--- src/rtl/pipe_scoreboard_hazard_unit.sv ---
// Issue hazard controller: per-register long-latency scoreboard plus a flush/drain/redirect recovery FSM.
// Optional macro SCOREBOARD_WB_BYPASS_EN lets a same-cycle writeback clear the hazard on its register.
module pipe_scoreboard_hazard_unit #(
  parameter int NUM_RS       = 2,
  parameter int REG_ADDR_W   = 5,
  parameter int MAX_INFLIGHT = 4,
  parameter int PC_W         = 32
) (
  input  logic                                  CLK,
  input  logic                                  nRST,
  input  logic                                  issue_valid,
  input  logic [NUM_RS*REG_ADDR_W-1:0]          issue_rs,
  input  logic [NUM_RS-1:0]                     issue_rs_used,
  input  logic [REG_ADDR_W-1:0]                 issue_rd,
  input  logic                                  issue_long,
  input  logic                                  wb_valid,
  input  logic [REG_ADDR_W-1:0]                 wb_rd,
  input  logic                                  i_mem_busy,
  input  logic                                  d_mem_busy,
  input  logic                                  mispredict,
  input  logic [PC_W-1:0]                       brj_addr,
  input  logic                                  exception,
  input  logic [PC_W-1:0]                       priv_pc,
  input  logic                                  halt,
  output logic                                  stall,
  output logic                                  pc_en,
  output logic                                  if_id_flush,
  output logic                                  id_ex_flush,
  output logic                                  ex_mem_flush,
  output logic                                  npc_sel,
  output logic [PC_W-1:0]                       redirect_pc,
  output logic [$clog2(MAX_INFLIGHT+1)-1:0]     inflight,
  output logic                                  sb_err
);

  localparam int CNT_W    = $clog2(MAX_INFLIGHT + 1);
  localparam int NUM_REGS = 2 ** REG_ADDR_W;

  typedef enum logic [2:0] {IDLE, FLUSH, DRAIN, REDIRECT, HALTED} state_e;

  state_e              state, state_nxt;
  logic [NUM_REGS-1:0] sb, sb_hz, sb_nxt;
  logic [CNT_W-1:0]    inflight_nxt;
  logic [PC_W-1:0]     redirect_nxt;
  logic                raw, waw, full, hazard, idle_stall;
  logic                accept, sb_set, sb_clr, wb_err;

  always_comb begin
    sb_hz = sb;
`ifdef SCOREBOARD_WB_BYPASS_EN
    if (wb_valid) sb_hz[wb_rd] = 1'b0;
`endif
  end

  always_comb begin
    raw = 1'b0;
    for (int unsigned k = 0; k < NUM_RS; k++) begin
      if (issue_rs_used[k] && (issue_rs[k*REG_ADDR_W +: REG_ADDR_W] != '0) &&
          sb_hz[issue_rs[k*REG_ADDR_W +: REG_ADDR_W]])
        raw = 1'b1;
    end
  end

  assign waw        = issue_long && (issue_rd != '0) && sb_hz[issue_rd];
  assign full       = issue_long && (inflight == CNT_W'(MAX_INFLIGHT));
  assign hazard     = raw || waw || full;
  assign idle_stall = issue_valid && hazard;
  assign accept     = issue_valid && !hazard && (state == IDLE);
  assign sb_set     = accept && issue_long && (issue_rd != '0);
  // sb[0] is never set, so a writeback to x0 always lands in the error path.
  assign sb_clr     = wb_valid && sb[wb_rd];
  assign wb_err     = wb_valid && !sb[wb_rd];

  // Clear is applied before set so a same-register set/clear leaves the bit busy.
  always_comb begin
    sb_nxt = sb;
    if (sb_clr) sb_nxt[wb_rd] = 1'b0;
    if (sb_set) sb_nxt[issue_rd] = 1'b1;
    inflight_nxt = inflight;
    if (sb_set && !sb_clr)      inflight_nxt = inflight + 1'b1;
    else if (sb_clr && !sb_set) inflight_nxt = inflight - 1'b1;
  end

  always_comb begin
    state_nxt    = state;
    redirect_nxt = redirect_pc;
    stall        = 1'b1;
    pc_en        = 1'b0;
    if_id_flush  = 1'b0;
    id_ex_flush  = 1'b0;
    ex_mem_flush = 1'b0;
    npc_sel      = 1'b0;
    case (state)
      IDLE: begin
        stall = idle_stall;
        pc_en = !idle_stall && !i_mem_busy && !d_mem_busy;
        if (exception) begin
          state_nxt    = FLUSH;
          redirect_nxt = priv_pc;
        end else if (mispredict) begin
          state_nxt    = FLUSH;
          redirect_nxt = brj_addr;
        end else if (halt) begin
          state_nxt = HALTED;
        end
      end
      FLUSH: begin
        if_id_flush  = 1'b1;
        id_ex_flush  = 1'b1;
        ex_mem_flush = 1'b1;
        state_nxt    = DRAIN;
      end
      DRAIN: begin
        // A late exception retargets recovery and holds off the exit for one more cycle.
        if (exception)                         redirect_nxt = priv_pc;
        else if (!i_mem_busy && !d_mem_busy)   state_nxt    = REDIRECT;
      end
      REDIRECT: begin
        npc_sel   = 1'b1;
        pc_en     = 1'b1;
        state_nxt = IDLE;
      end
      HALTED:  state_nxt = HALTED;
      default: state_nxt = IDLE;
    endcase
  end

  always_ff @(posedge CLK or negedge nRST) begin
    if (!nRST) begin
      state       <= IDLE;
      sb          <= '0;
      inflight    <= '0;
      redirect_pc <= '0;
      sb_err      <= 1'b0;
    end else begin
      state       <= state_nxt;
      sb          <= sb_nxt;
      inflight    <= inflight_nxt;
      redirect_pc <= redirect_nxt;
      if (wb_err) sb_err <= 1'b1;
    end
  end

endmodule

--- config.mk ---
export PLATFORM = sky130hd
export DESIGN_NAME = pipe_scoreboard_hazard_unit
export DESIGN_NICKNAME = d
export VERILOG_FILES = /design/src/rtl/pipe_scoreboard_hazard_unit.sv
export SDC_FILE = /design/constraint.sdc
export NUM_CORES = 1
export LEC_CHECK = 0
export CORE_MARGIN = 8
export CORE_UTILIZATION = 52
export CTS_CLUSTER_SIZE = 8
export DETAILED_ROUTE_END_ITERATION = 16
export DONT_BUFFER_PORTS = 1
export PLACE_DENSITY = 0.67
export SETUP_SLACK_MARGIN = 0.1
export SLEW_MARGIN = 10
export SYNTH_ARGS = -nofsm -noshare
export SYNTH_HDL_FRONTEND = slang
export SYNTH_SLANG_ARGS = --single-unit
--- constraint.sdc ---
create_clock -name CLK -period 7.4 [get_ports CLK]
set_input_delay 0.37 -clock CLK [delete_from_list [all_inputs] [get_ports CLK]]
set_output_delay 0.37 -clock CLK [all_outputs]
set_load 0.01 [all_outputs]
# Word-level counts from Yosys, hierarchy flattened
# Cells that the tools add are included.
# op_classes
n_addsub	2
magnitude_cmp	6
n_eq_ne	10
n_mux	32
bitwise	3
n_reduce_logical	38
# ops
operator	count
32-bit two-way mux	5
32-bit case mux with 2 select lines	1
32-bit AND	1
32-bit inverter	1
32-bit bitwise OR	1
5-bit by 6-bit < comparator with 1-bit output (second input constant)	4
1-bit logical AND	21
3-bit two-way mux	7
1-bit binary-select mux with 5-bit select	4
5-bit nonzero test	3
3-bit case mux with 4 select lines	1
1-bit two-way mux	11
1-bit demux with 5-bit select	2
5-bit by 1-bit greater-or-equal comparator with 1-bit output (second input constant)	2
1-bit zero test	7
3-bit by 2-bit == test with 1-bit output (second input constant)	2
3-bit == test (second input constant)	2
2-bit != test (second input constant)	3
3-bit AND reduction	2
4-bit != test (second input constant)	1
2-bit nonzero test	2
3-bit by 1-bit adder with 3-bit output (second input constant)	1
3-bit by 1-bit == test with 1-bit output (second input constant)	1
3-bit zero test	1
4 further kinds	5
# totals
ff_bits	71
output_inout_bits	42
elab_cells	96

# Longest topological paths before layout
# Gate-level depths: netlist of run 1.
# depth
word_depth	16
depth_mapped	15

# Worst setup path before layout of run 1
# OpenSTA, ideal clock, no wires.
# synth_path
path_kind	in2reg
from	in issue_rs[5]
to	reg inflight[2]
setup_time_ns	0.079
arrival_ns	3.103
required_time_ns	7.321
setup_slack_ns	4.217
path_stages	14
path_cell_list	buf_6 > mux4_2 > mux2_2 > a221o_1 > a21oi_2 > nand4_2 > buf_6 > inv_2 > ha_1 > inv_1 > fa_1 > xor2_1 > nor2_1 > xor2_1
# synth_via
elab_chain_cells	14
# synth_rtl
element	line	text
from (decl)	12	input logic [NUM_RS*REG_ADDR_W-1:0] issue_rs,
1-bit binary-select mux with 5-bit select or 5-bit nonzero test (tied branches)	59, 58	
1-bit two-way mux (implied by the code) or 1-bit logical AND (tied branches)	59, 58	
1-bit logical AND (*)	58	if (issue_rs_used[k] && (issue_rs[k*REG_ADDR_W +: REG_ADDR_W] != '0) &&
1-bit two-way mux (*)	58	
1-bit logical OR (*) (2 in a row)	66	assign hazard = raw || waw || full;
1-bit zero test (*)	68	assign accept = issue_valid && !hazard && (state == IDLE);
1-bit logical AND (*) (2 in a row)	68	
1-bit logical AND (*) (2 in a row)	69	assign sb_set = accept && issue_long && (issue_rd != '0);
1-bit zero test	81	else if (sb_clr && !sb_set) inflight_nxt = inflight - 1'b1;
1-bit logical AND	81	
2-bit nonzero test (no source line)	--	
to (signal assigned)	138	inflight <= inflight_nxt;
to (decl)	32	output logic [$clog2(MAX_INFLIGHT+1)-1:0] inflight,
# Every way passes the cells marked *; elsewhere a longest branch is shown, timed or not. The select of a mux whose other input is x is not followed.
# A chain may end at the register's enable or synchronous reset.

# Final worst setup path of run 1
# layout_path
from	reg sb[31]
to	reg inflight[2]
# layout_via
elab_chain_cells	15
# layout_rtl
element	line	text
from (decl)	42	logic [NUM_REGS-1:0] sb, sb_hz, sb_nxt;
from (signal assigned)	137	sb <= sb_nxt;
1-bit binary-select mux with 5-bit select	59	sb_hz[issue_rs[k*REG_ADDR_W +: REG_ADDR_W]])
1-bit two-way mux (implied by the code)	59	
1-bit logical AND	58	
1-bit two-way mux (2 in a row)	58	
1-bit logical OR (2 in a row)	66	
1-bit zero test	68	
1-bit logical AND (2 in a row)	68	
1-bit logical AND (2 in a row)	69	
1-bit zero test	81	
1-bit logical AND	81	
2-bit nonzero test (no source line)	--	
# Several ways; a longest one is shown, not always the timed one. The select of a mux whose other input is x is not followed.

==> results of run 1 <==
[layer usage]
layer / vias to the layer above / global-route usage (%) / wire (um)
li1: 1598 / - / -
met2: 228 / 33.03 / 5868
met5: - / 0 / 0
met3: 36 / 7.327 / 1498
met1: 1728 / 26.27 / 4771
met4: 0 / 10.70 / 438
[final timing paths]
kind / endpoint / slack (ns) / depth (start not counted)
setup / recovery: inflight[2]$_DFFE_PN0P_ / 4.06 / 13
hold / removal: sb[18]$_DFF_PN0_ / 0.14 / 1
setup reg to reg: inflight[2]$_DFFE_PN0P_ / 4.06 / 13
hold reg to reg: sb_err$_DFFE_PN0P_ / 0.53 / 1
max in group asynchronous: sb[13]$_DFF_PN0_ / 6.55 / 2
min in group asynchronous: redirect_pc[8]$_DFFE_PN0P_ / 0.56 / 2
[placed cells by master, fill, tap and decap left out, types with 3 or more instances in the layout]
cell	count
nand3b_1	7
clkbuf_8	11
o21ai_0	57
nor2b_1	6
inv_1	6
o22ai_1	8
or3_1	4
nand2_1	40
nor3_1	7
nand3_1	6
mux2_2	3
nor4_1	4
mux4_2	20
or3b_1	4
nor2_1	16
o41ai_2	6
o31ai_2	11
nor3b_1	3
mux2i_1	52
o21ai_1	9
o31ai_1	13
a32o_1	4
dfrtp_1	71
[cells by family (layout without fill, tap and decap cells)]
group,Yosys count,after routing,share of synthesized area [%]
xor gates and xnor gates,4,4,0.7730
AOI/OAI and AO/OA,130,130,20.54
buffers and inverters,40,29,4.223
DFF,71,71,39.19
adders and majority gates,2,2,0.7176
and+or+nand+nor,107,107,12.14
muxes,76,76,22.41
[power breakdown]
group | total (mW) | switching (mW) | internal [mW]
clock network | 0.320 | 0.147 | 0.173
registers | 0.711 | 0.189 | 0.523
logic | 0.446 | 0.237 | 0.208
[area by class of cell]
type | count | area [um^2]
clock inverters | 5 | 56.30
flip-flops and latches | 71 | 1777
inverters | 8 | 30.03
repair buffers | 5 | 72.57
clock buffers | 11 | 151.4
multi-input cells | 319 | 2587
well taps | 108 | 135.1
fillers | 748 | 3784
[cells in the mapped netlist, types with 6 or more instances]
cell	instances	share of area (%)
dfrtp_1	71	39
o21ai_0	57	6.3
mux2i_1	52	11
nand2_1	40	3.3
clkbuf_1	21	1.7
mux4_2	20	9.9
nor2_1	16	1.3
o31ai_1	13	2.2
o31ai_2	11	3.0
o21ai_1	10	1.1
o22ai_1	8	1.1
nand3b_1	7	1.2
nor3_1	7	0.77
inv_1	6	0.50
nand3_1	6	0.66
nor2b_1	6	0.83
o41ai_2	6	2.2
[metrics by stage]
stage               power, mW  cells  utilization (%)  instance area (um^2)  hold slack [ns]
global placement        1.125    508            52.88                  4544          0.07624
CTS                     1.478    526            55.74                  4790           0.1180
floorplan               1.037    430                -                  4533          0.07441
global route            1.577    527            55.97                  4810           0.1137
detailed placement      1.148    508            52.88                  4544          0.07583
finish                  1.477    527            55.97                  4810           0.1352
[repair_timing]
action	4_1_cts	5_1_grt
gates resized for setup	0	0
hold buffers	2	0
hold endpoints to repair	71	0
setup buffers	0	0
[flip-flops by register name (all words and copies together), names as in the netlist]
register	flops
inflight	3
redirect_pc	32
state	3
sb	32
sb_err	1
==> impl_metrics.env, run 1 <==
export IMPL_nets=512
export IMPL_cts_buffers=9
export IMPL_setup_slack_ns=4.058
export IMPL_ant_nets=0
export IMPL_dp_hpwl_um=9408
export IMPL_rsz0062_at_grt="no"
export IMPL_viasPerCell=6.812
export IMPL_path_cells="mux4_2 -> mux2_2 -> a221o_1 -> a21oi_2 -> nand4_2 -> buf_4 -> inv_2 -> ha_1 -> inv_1 -> fa_1 -> xor2_1 -> nor2_1 -> xor2_1"
export IMPL_worst_pin_slew_ns=0.9747
export IMPL_slowest_stage="mux4_2"
export IMPL_worstPathArrival_ns=3.62
export IMPL_grt_pass1_wl_um=19830
export IMPL_drc_errors=0
export IMPL_seq_area_frac_synth_pct=39.19
export IMPL_grt_pass1_vias=3754
export IMPL_cp_num_buf_inv=3
export IMPL_routabilityCongestion=0.8738
export IMPL_diodes=0
export IMPL_critPathLaunchType="flop"
export IMPL_skew_ns=0.01119
export IMPL_period_share_pct=45.16
export IMPL_clk_latency_ns=0.35
export IMPL_synth_seq_cells=71
export IMPL_rows=34
export IMPL_p_leak_nw=1.955
export IMPL_hp_start="issue_rd[0]"
export IMPL_slew_viol_final=0
export IMPL_cts_tree="done"
export IMPL_endpoint_kind="flop"
export IMPL_critPathMaxStageDelay_ns=0.47
export IMPL_yosysWarnings=0
export IMPL_initial_core_util_pct=52.75
export IMPL_grt_overflow_total=0
export IMPL_cp_startpoint="sb[31]$_DFF_PN0_"
export IMPL_core_area_mm2=0.008593
export IMPL_place_ws_ns=4.115
export IMPL_cts_clk_slew_worst_paths_ns=0.08
export IMPL_synth_cells=430
export IMPL_crit_top_cell="xor2_1"
export IMPL_maxCapViolCount=0
export IMPL_ys_flop_type="dfrtp_1"
export IMPL_slew_headroom_pct=34.88
export IMPL_cp_top_family="multiplexers"
export IMPL_fin_setup_tns_ns=0
export IMPL_synth_cell_types=55
export IMPL_h_tree_depth=3
export IMPL_fmax_mhz=299.2
export IMPL_r2r_start="sb[31]$_DFF_PN0_"
export IMPL_wl_per_cell_um=23.87
export IMPL_cp_max_fo=32
export IMPL_synthArstFlopShare_pct=100.0
export IMPL_die_w_um=109.4
export IMPL_critPathRequiredTime_ns=7.67
export IMPL_port_buffers=0
export IMPL_powerDensity_mw_per_mm2=307.1
export IMPL_hold_violations=0
export IMPL_drt_iter0_drc=247
export IMPL_ioPinCount=138
export IMPL_period_needed_ns=3.342
export IMPL_cts_sinks=71
export IMPL_synthesis_nets=528
export IMPL_vias=3590
export IMPL_setup_viol=0
export IMPL_hp_class="in2reg"
export IMPL_die_area_mm2=0.01196
export IMPL_avgSynthCellArea_um2=10.54
export IMPL_syn_area_mm2=0.004533
export IMPL_antenna_found_initial=0
export IMPL_drt_wl_total_um=12580
export IMPL_crit_type="reg2reg"
export IMPL_grt_max_degree=72
export IMPL_synth_edf_count=0
export IMPL_vdd_drop_max_mv=0.2596
export IMPL_first_pass_iters=5
export IMPL_drive_above_1_share_pct=15.99
export IMPL_status="complete, no violations"
export IMPL_dieHeight_um=109.4
export IMPL_ctsRootBufferMaster="clkbuf_8"
export IMPL_syn2layout_area_growth_pct=6.100
export IMPL_track_usage_pct=21.40
export IMPL_max_clock_path_buffers=2
(Power assumes the default switching activity.)
==> run 2: changes to the inputs <==
--- a/config.mk
+++ b/config.mk
@@ -10,7 +10,7 @@
 export CTS_CLUSTER_SIZE = 8
 export DETAILED_ROUTE_END_ITERATION = 16
 export DONT_BUFFER_PORTS = 1
-export PLACE_DENSITY = 0.67
+export PLACE_DENSITY = 0.7
 export SETUP_SLACK_MARGIN = 0.1
 export SLEW_MARGIN = 10
 export SYNTH_ARGS = -nofsm -noshare
==> constraint.sdc (replaced) <==
create_clock -name CLK -period 2.8 [get_ports CLK]
set_input_delay 0.14 -clock CLK [delete_from_list [all_inputs] [get_ports CLK]]
set_output_delay 0.14 -clock CLK [all_outputs]
set_load 0.01 [all_outputs]
==> run 2 against run 1 <==
Compared with the run above: the run now ends with negative hold slack, negative setup slack left; via count is 9.1% higher; largest power group unchanged; clock skew is 0.0019 ns lower; sequential power increased to 2.6 times the previous value; critical endpoint unchanged; flip-flop and latch count unchanged; highest routed layer unchanged; setup slack worse by 4.1 ns; total power rose to 2.9 times the previous value; wire length increased by 15%; worst hold slack worse by 0.14 ns; clock power rose to 2.8 times the previous value; sequential share of layout area shrank 4.6 points.
==> impl_metrics.env, run 2 (same netlist as run 1, synthesis figures left out) <==
export IMPL_ioPinCount=138
export IMPL_place_ws_ns=-0.1270
export IMPL_rrSetupSlack_ns=-0.08
export IMPL_crit_type="reg2reg"
export IMPL_setup_slack_ns=-0.07750
export IMPL_fin_hold_ws_ns=-0.004435
export IMPL_wl_met2_um=6959
export IMPL_routabilityCongestion=0.9492
export IMPL_slew_headroom_pct=59.58
export IMPL_top_regs="redirect_pc x32, sb x32"
export IMPL_rsz0062_at_grt="yes"
export IMPL_nets=588
export IMPL_syn2layout_area_growth_pct=21.06
export IMPL_cp_startpoint="sb[15]$_DFF_PN0_"
export IMPL_initial_core_util_pct=52.75
export IMPL_powerDensity_mw_per_mm2=770.1
export IMPL_drive_above_1_share_pct=21.86
export IMPL_wirelength_met1_um=5245
export IMPL_skew_ns=0.009288
export IMPL_setup_viol=2
export IMPL_fillers=658
export IMPL_power_frac_comb_pct=35.5
export IMPL_ctsRootBufferMaster="clkbuf_8"
export IMPL_diodes=0
export IMPL_wl_per_cell_um=24.09
export IMPL_reg2regPathDepth=12
export IMPL_h_tree_depth=3
export IMPL_port_buffers=0
export IMPL_clkPwrFrac_pct=21.2
export IMPL_dp_hpwl_um=9971
export IMPL_clk_latency_ns=0.35
export IMPL_cts_sinks=71
export IMPL_vias=3916
export IMPL_final_cell_mix="71 x dfrtp_1, 57 x o21ai_0, 52 x mux2i_1, 41 x buf_4, 40 x nand2_1"
export IMPL_rows=34
export IMPL_slew_viol_final=0
export IMPL_critPathCapture="inflight[2]$_DFFE_PN0P_"
export IMPL_cts_buffers=9
export IMPL_die_area_mm2=0.01196
export IMPL_violations="negative hold slack, negative setup slack"
export IMPL_met3_length_um=1831
export IMPL_drt_iter0_drc=383
export IMPL_status="finished with violations"
export IMPL_ant_nets=0
export IMPL_grt_pass1_vias=4099
export IMPL_drt_wl_total_um=14500
export IMPL_seq_power_share_pct=43.3
export IMPL_drc_errors=0
export IMPL_core_area_mm2=0.008593
export IMPL_dieHeight_um=109.4
export IMPL_grt_overflow_total=0
export IMPL_cp_max_fo=4
export IMPL_cts_tree="done"
export IMPL_worst_pin_slew_ns=0.6048
export IMPL_vdd_drop_max_mv=0.5816
export IMPL_critPathLaunchType="flop"
export IMPL_grt_max_degree=72
export IMPL_period_needed_ns=2.877
export IMPL_switching_share_pct=38.20
export IMPL_power_switching_mw=1.614
export IMPL_fmax_mhz=347.5
export IMPL_viasPerCell=6.505
export IMPL_p_leak_nw=2.309
export IMPL_antenna_found_initial=0
export IMPL_track_usage_pct=24.62
export IMPL_worstPathArrival_ns=3.15
export IMPL_period_share_pct=102.8
export IMPL_endpoint_kind="flop"
export IMPL_cts_clk_slew_worst_paths_ns=0.08
export IMPL_grt_pass1_wl_um=22290
export IMPL_r2r_start="sb[15]$_DFF_PN0_"
export IMPL_critPathRequiredTime_ns=3.07
export IMPL_hp_class="in2reg"
export IMPL_regToRegEndpoint="inflight[2]$_DFFE_PN0P_"
export IMPL_top_layer="met4"
export IMPL_hold_violations=1
export IMPL_max_clock_path_buffers=2
export IMPL_internal_power_mw=2.612
export IMPL_final_common_cell="dfrtp_1"
export IMPL_first_pass_iters=4
export IMPL_maxCapViolCount=0
export IMPL_die_w_um=109.4
==> run 2: power by group through the flow <==
| stage | Combinational, mW | Sequential, mW | Clock (mW) |
|---|---|---|---|
| floorplan | 1.01 | 1.74 | 0 |
| global placement | 1.26 | 1.83 | 0 |
| CTS | 1.46 | 1.83 | 0.899 |
| global route | 1.65 | 1.89 | 0.950 |
| finish | 1.50 | 1.83 | 0.896 |
| detailed placement | 1.32 | 1.84 | 0 |
==> run 2: final cells by class <==
type | instances | area, um^2 | share of cell area [%]
multi-input combinational | 319 | 2610 | 47.56
sequential | 71 | 1777 | 32.38
timing repair buffer | 81 | 725.7 | 13.22
tap | 108 | 135.1 | 2.462
clock buffer | 9 | 123.9 | 2.257
clock inverter | 6 | 86.33 | 1.573
inverter | 8 | 30.03 | 0.5472
==> run 2: how the worst min path moves through the flow <==
stage	from	end	cells past startpoint
global route	priv_pc[1]	redirect_pc[1]$_DFFE_PN0P_	2
finish	brj_addr[14]	redirect_pc[14]$_DFFE_PN0P_	2
floorplan	nRST	inflight[0]$_DFFE_PN0P_	0
global placement	nRST	inflight[2]$_DFFE_PN0P_	0
CTS	brj_addr[17]	redirect_pc[17]$_DFFE_PN0P_	2
detailed placement	nRST	inflight[0]$_DFFE_PN0P_	0
==> run 2: repair_timing <==
action | 4_1_cts | 5_1_grt
setup endpoints to repair | 2 | 5
endpoints found under the hold margin | 99 | 1
gates resized for setup | 2 | 1
gates cloned | 0 | 0
hold buffers | 38 | 2
pin swaps | 4 | 2
buffers inserted | 5 | 4
==> run 2: routing by layer <==
layer  up-vias  track usage (%)
met1      1885            27.01
met4         0            12.63
met3        33            11.08
met5         -                0
met2       237            39.66
li1       1761                -
==> run 2: metrics by stage <==
step                std cells  setup TNS (ns)  util (%)  power [mW]  cell area (um^2)
floorplan                 430         -0.2795         -       2.748              4548
global placement          538        -0.02028     55.68       3.097              4785
detailed placement        538         -0.1772     55.68       3.164              4785
CTS                       596        -0.07242     63.24       4.186              5434
global route              602         -0.3183     63.86       4.481              5488
finish                    602        -0.08859     63.86       4.226              5488
==> run 2: critical path, stage by stage (launching register included) <==
cell	delay (ns)
dfrtp_1	0.39
buf_4	0.13
buf_4	0.13
mux4_2	0.48
a32o_1	0.26
o41a_1	0.35
inv_2	0.12
ha_4	0.15
inv_2	0.03
fa_2	0.32
xor2_1	0.14
nor2_1	0.11
xor2_1	0.18
==> run 3: changes to the inputs <==
--- a/config.mk
+++ b/config.mk
@@ -5,14 +5,15 @@
 export SDC_FILE = /design/constraint.sdc
 export NUM_CORES = 1
 export LEC_CHECK = 0
-export CORE_MARGIN = 8
-export CORE_UTILIZATION = 52
+export CELL_PAD_IN_SITES_DETAIL_PLACEMENT = 2
+export CELL_PAD_IN_SITES_GLOBAL_PLACEMENT = 2
+export CORE_UTILIZATION = 35
 export CTS_CLUSTER_SIZE = 8
 export DETAILED_ROUTE_END_ITERATION = 16
 export DONT_BUFFER_PORTS = 1
-export PLACE_DENSITY = 0.7
+export PLACE_DENSITY_LB_ADDON = 0.1
 export SETUP_SLACK_MARGIN = 0.1
-export SLEW_MARGIN = 10
+export SLEW_MARGIN = 5
 export SYNTH_ARGS = -nofsm -noshare
 export SYNTH_HDL_FRONTEND = slang
 export SYNTH_SLANG_ARGS = --single-unit
==> run 3 against run 2 <==
Compared with the run above: the run ends with negative setup slack left; setup slack got worse by 0.056 ns; critical path depth unchanged; global-route usage barely moved; critical path type unchanged; largest power group unchanged; highest routed layer unchanged.
==> impl_metrics.env, run 3 (same netlist as run 1, synthesis figures left out) <==
export IMPL_regToRegEndpoint="inflight[2]$_DFFE_PN0P_"
export IMPL_critPathLaunchType="flop"
export IMPL_finalPower_mw=4.530
export IMPL_syn2layout_area_growth_pct=18.24
export IMPL_cts_sinks=71
export IMPL_diodes=0
export IMPL_h_tree_depth=3
export IMPL_clkPwrFrac_pct=26.8
export IMPL_cp_num_buf_inv=2
export IMPL_rsz0062_at_grt="yes"
export IMPL_powerDensity_mw_per_mm2=845.1
export IMPL_drive_above_1_share_pct=25.05
export IMPL_ant_nets=0
export IMPL_worstPathArrival_ns=3.18
export IMPL_cp_top_family="compound AO/OA/AOI/OAI gates"
export IMPL_fin_setup_tns_ns=-0.2084
export IMPL_nets=552
export IMPL_max_clock_path_buffers=2
export IMPL_rows=41
export IMPL_hold_violations=0
export IMPL_place_area_mm2=0.004932
export IMPL_path_cells="mux4_2 -> and3_4 -> o41a_1 -> a21oi_2 -> nand4_2 -> inv_2 -> ha_4 -> inv_2 -> fa_2 -> xor2_1 -> nor2_1 -> xor2_1"
export IMPL_viasPerCell=6.021
export IMPL_initial_core_util_pct=35.92
export IMPL_power_frac_comb_pct=33.1
export IMPL_critPathMaxStageDelay_ns=0.52
export IMPL_slowest_stage="mux4_2"
export IMPL_regArea_mm2=0.001777
export IMPL_cts_tree="done"
export IMPL_grt_pass1_wl_um=24120
export IMPL_antenna_found_initial=0
export IMPL_track_usage_pct=24.66
export IMPL_final_common_cell="dfrtp_1"
export IMPL_hold_end="redirect_pc[11]$_DFFE_PN0P_"
export IMPL_r2r_start="sb[10]$_DFF_PN0_"
export IMPL_drc_errors=0
export IMPL_period_needed_ns=2.933
export IMPL_slew_headroom_pct=57.52
export IMPL_setup_slack_ns=-0.1334
export IMPL_multi_input_area_mm2=0.002666
export IMPL_dieHeight_um=115.8
export IMPL_status="finished with violations"
export IMPL_endpoint_kind="flop"
export IMPL_ctsRootBufferMaster="clkbuf_16"
export IMPL_maxCapViolCount=0
export IMPL_setup_viol=2
export IMPL_switching_share_pct=37.01
export IMPL_internal_power_mw=2.853
export IMPL_clk_latency_ns=0.33
export IMPL_worst_pin_slew_ns=0.6352
export IMPL_skew_ns=0.007403
export IMPL_port_buffers=0
export IMPL_cp_max_fo=3
export IMPL_ioPinCount=138
export IMPL_drt_wl_total_um=15770
export IMPL_post_route_util_pct=42.47
export IMPL_core_area_mm2=0.01262
export IMPL_slew_viol_final=0
export IMPL_fillers=1342
export IMPL_vdd_drop_max_mv=0.3285
export IMPL_power_switching_mw=1.677
export IMPL_grt_max_degree=72
export IMPL_grt_pass1_vias=4154
export IMPL_p_leak_nw=2.229
export IMPL_hp_class="in2reg"
export IMPL_wl_per_cell_um=25.00
export IMPL_final_cell_mix="71 x dfrtp_1, 56 x o21ai_0, 52 x mux2i_1, 41 x buf_4, 40 x nand2_1"
export IMPL_rrSetupSlack_ns=-0.13
export IMPL_drt_iter0_drc=232
export IMPL_first_pass_iters=4
export IMPL_fmax_mhz=340.9
export IMPL_fin_area_mm2=0.005360
export IMPL_violations="negative setup slack"
export IMPL_cts_clk_slew_worst_paths_ns=0.06
export IMPL_die_w_um=115.8
export IMPL_cts_buffers=9
export IMPL_crit_type="reg2reg"
export IMPL_critPathRequiredTime_ns=3.05
export IMPL_dp_hpwl_um=11580
export IMPL_routabilityCongestion=0.8276
export IMPL_grt_overflow_total=0
export IMPL_die_area_mm2=0.01341
export IMPL_min_path_cells=2
export IMPL_vias=3799
export IMPL_hp_start="priv_pc[11]"
export IMPL_top_regs="redirect_pc x32, sb x32"
export IMPL_period_share_pct=104.8
export IMPL_seq_power_share_pct=40.2
export IMPL_reg2regPathDepth=12
-- run 3: cell types whose count changed in the layout (fill, tap and decap cells not counted), sizes merged --
cell / delta
clkinvlp: -1
clkinv: -1
dlygate4sd3: -36
clkbuf: +3
-- run 3: final cells by class --
type / count / share of cell area (%)
Multi-Input combinational cell: 319 / 49.74
Sequential cell: 71 / 33.15
Timing Repair Buffer: 45 / 6.816
Clock buffer: 12 / 4.412
Tap cell: 172 / 4.015
Clock inverter: 4 / 1.307
Inverter: 8 / 0.5602
-- run 3: routing by layer --
layer  track usage (%)  wire length, um
met5                 0                0
met4             10.00              331
met3             4.550             1120
met2             41.03             7682
met1             31.67             6639
-- run 3: worst max-delay path by stage --
stage	startpoint	to	slack (ns)	cells after the start
floorplan	sb[29]$_DFF_PN0_	inflight[2]$_DFFE_PN0P_	-0.15	13
global placement	sb[31]$_DFF_PN0_	inflight[2]$_DFFE_PN0P_	-0.03	12
detailed placement	sb[10]$_DFF_PN0_	inflight[2]$_DFFE_PN0P_	-0.14	12
CTS	sb[10]$_DFF_PN0_	inflight[2]$_DFFE_PN0P_	-0.12	12
global route	sb[10]$_DFF_PN0_	inflight[2]$_DFFE_PN0P_	-0.25	12
finish	sb[10]$_DFF_PN0_	inflight[2]$_DFFE_PN0P_	-0.13	12
-- run 3: stage by stage --
| step | setup slack [ns] | hold slack (ns) | std cells |
|---|---|---|---|
| after floorplan | -0.1528 | -0.1556 | 430 |
| after global placement | -0.03140 | -0.1542 | 611 |
| after detailed placement | -0.1393 | -0.1541 | 611 |
| after CTS | -0.1215 | 0.002624 | 632 |
| after global routing | -0.2524 | 0.009868 | 631 |
| final | -0.1334 | 0.004794 | 631 |
-- run 3: what timing repair did --
action | 4_1_cts | 5_1_grt
cloned | 0 | 0
pin swaps | 5 | 1
setup endpoints to repair | 2 | 20
buffers inserted | 1 | 0
endpoints found under the hold margin | 80 | 0
gates resized for setup | 5 | 9
hold buffers | 4 | 0
-- run 3: power groups by stage --
stage / Clock [mW] / Sequential (mW) / Combinational, mW
2_1_floorplan: 0 / 1.74 / 1.01
3_3_place_gp: 0 / 1.81 / 1.37
3_5_place_dp: 0 / 1.84 / 1.44
4_1_cts: 1.24 / 1.83 / 1.50
5_1_grt: 1.27 / 1.87 / 1.66
6_report: 1.21 / 1.82 / 1.50
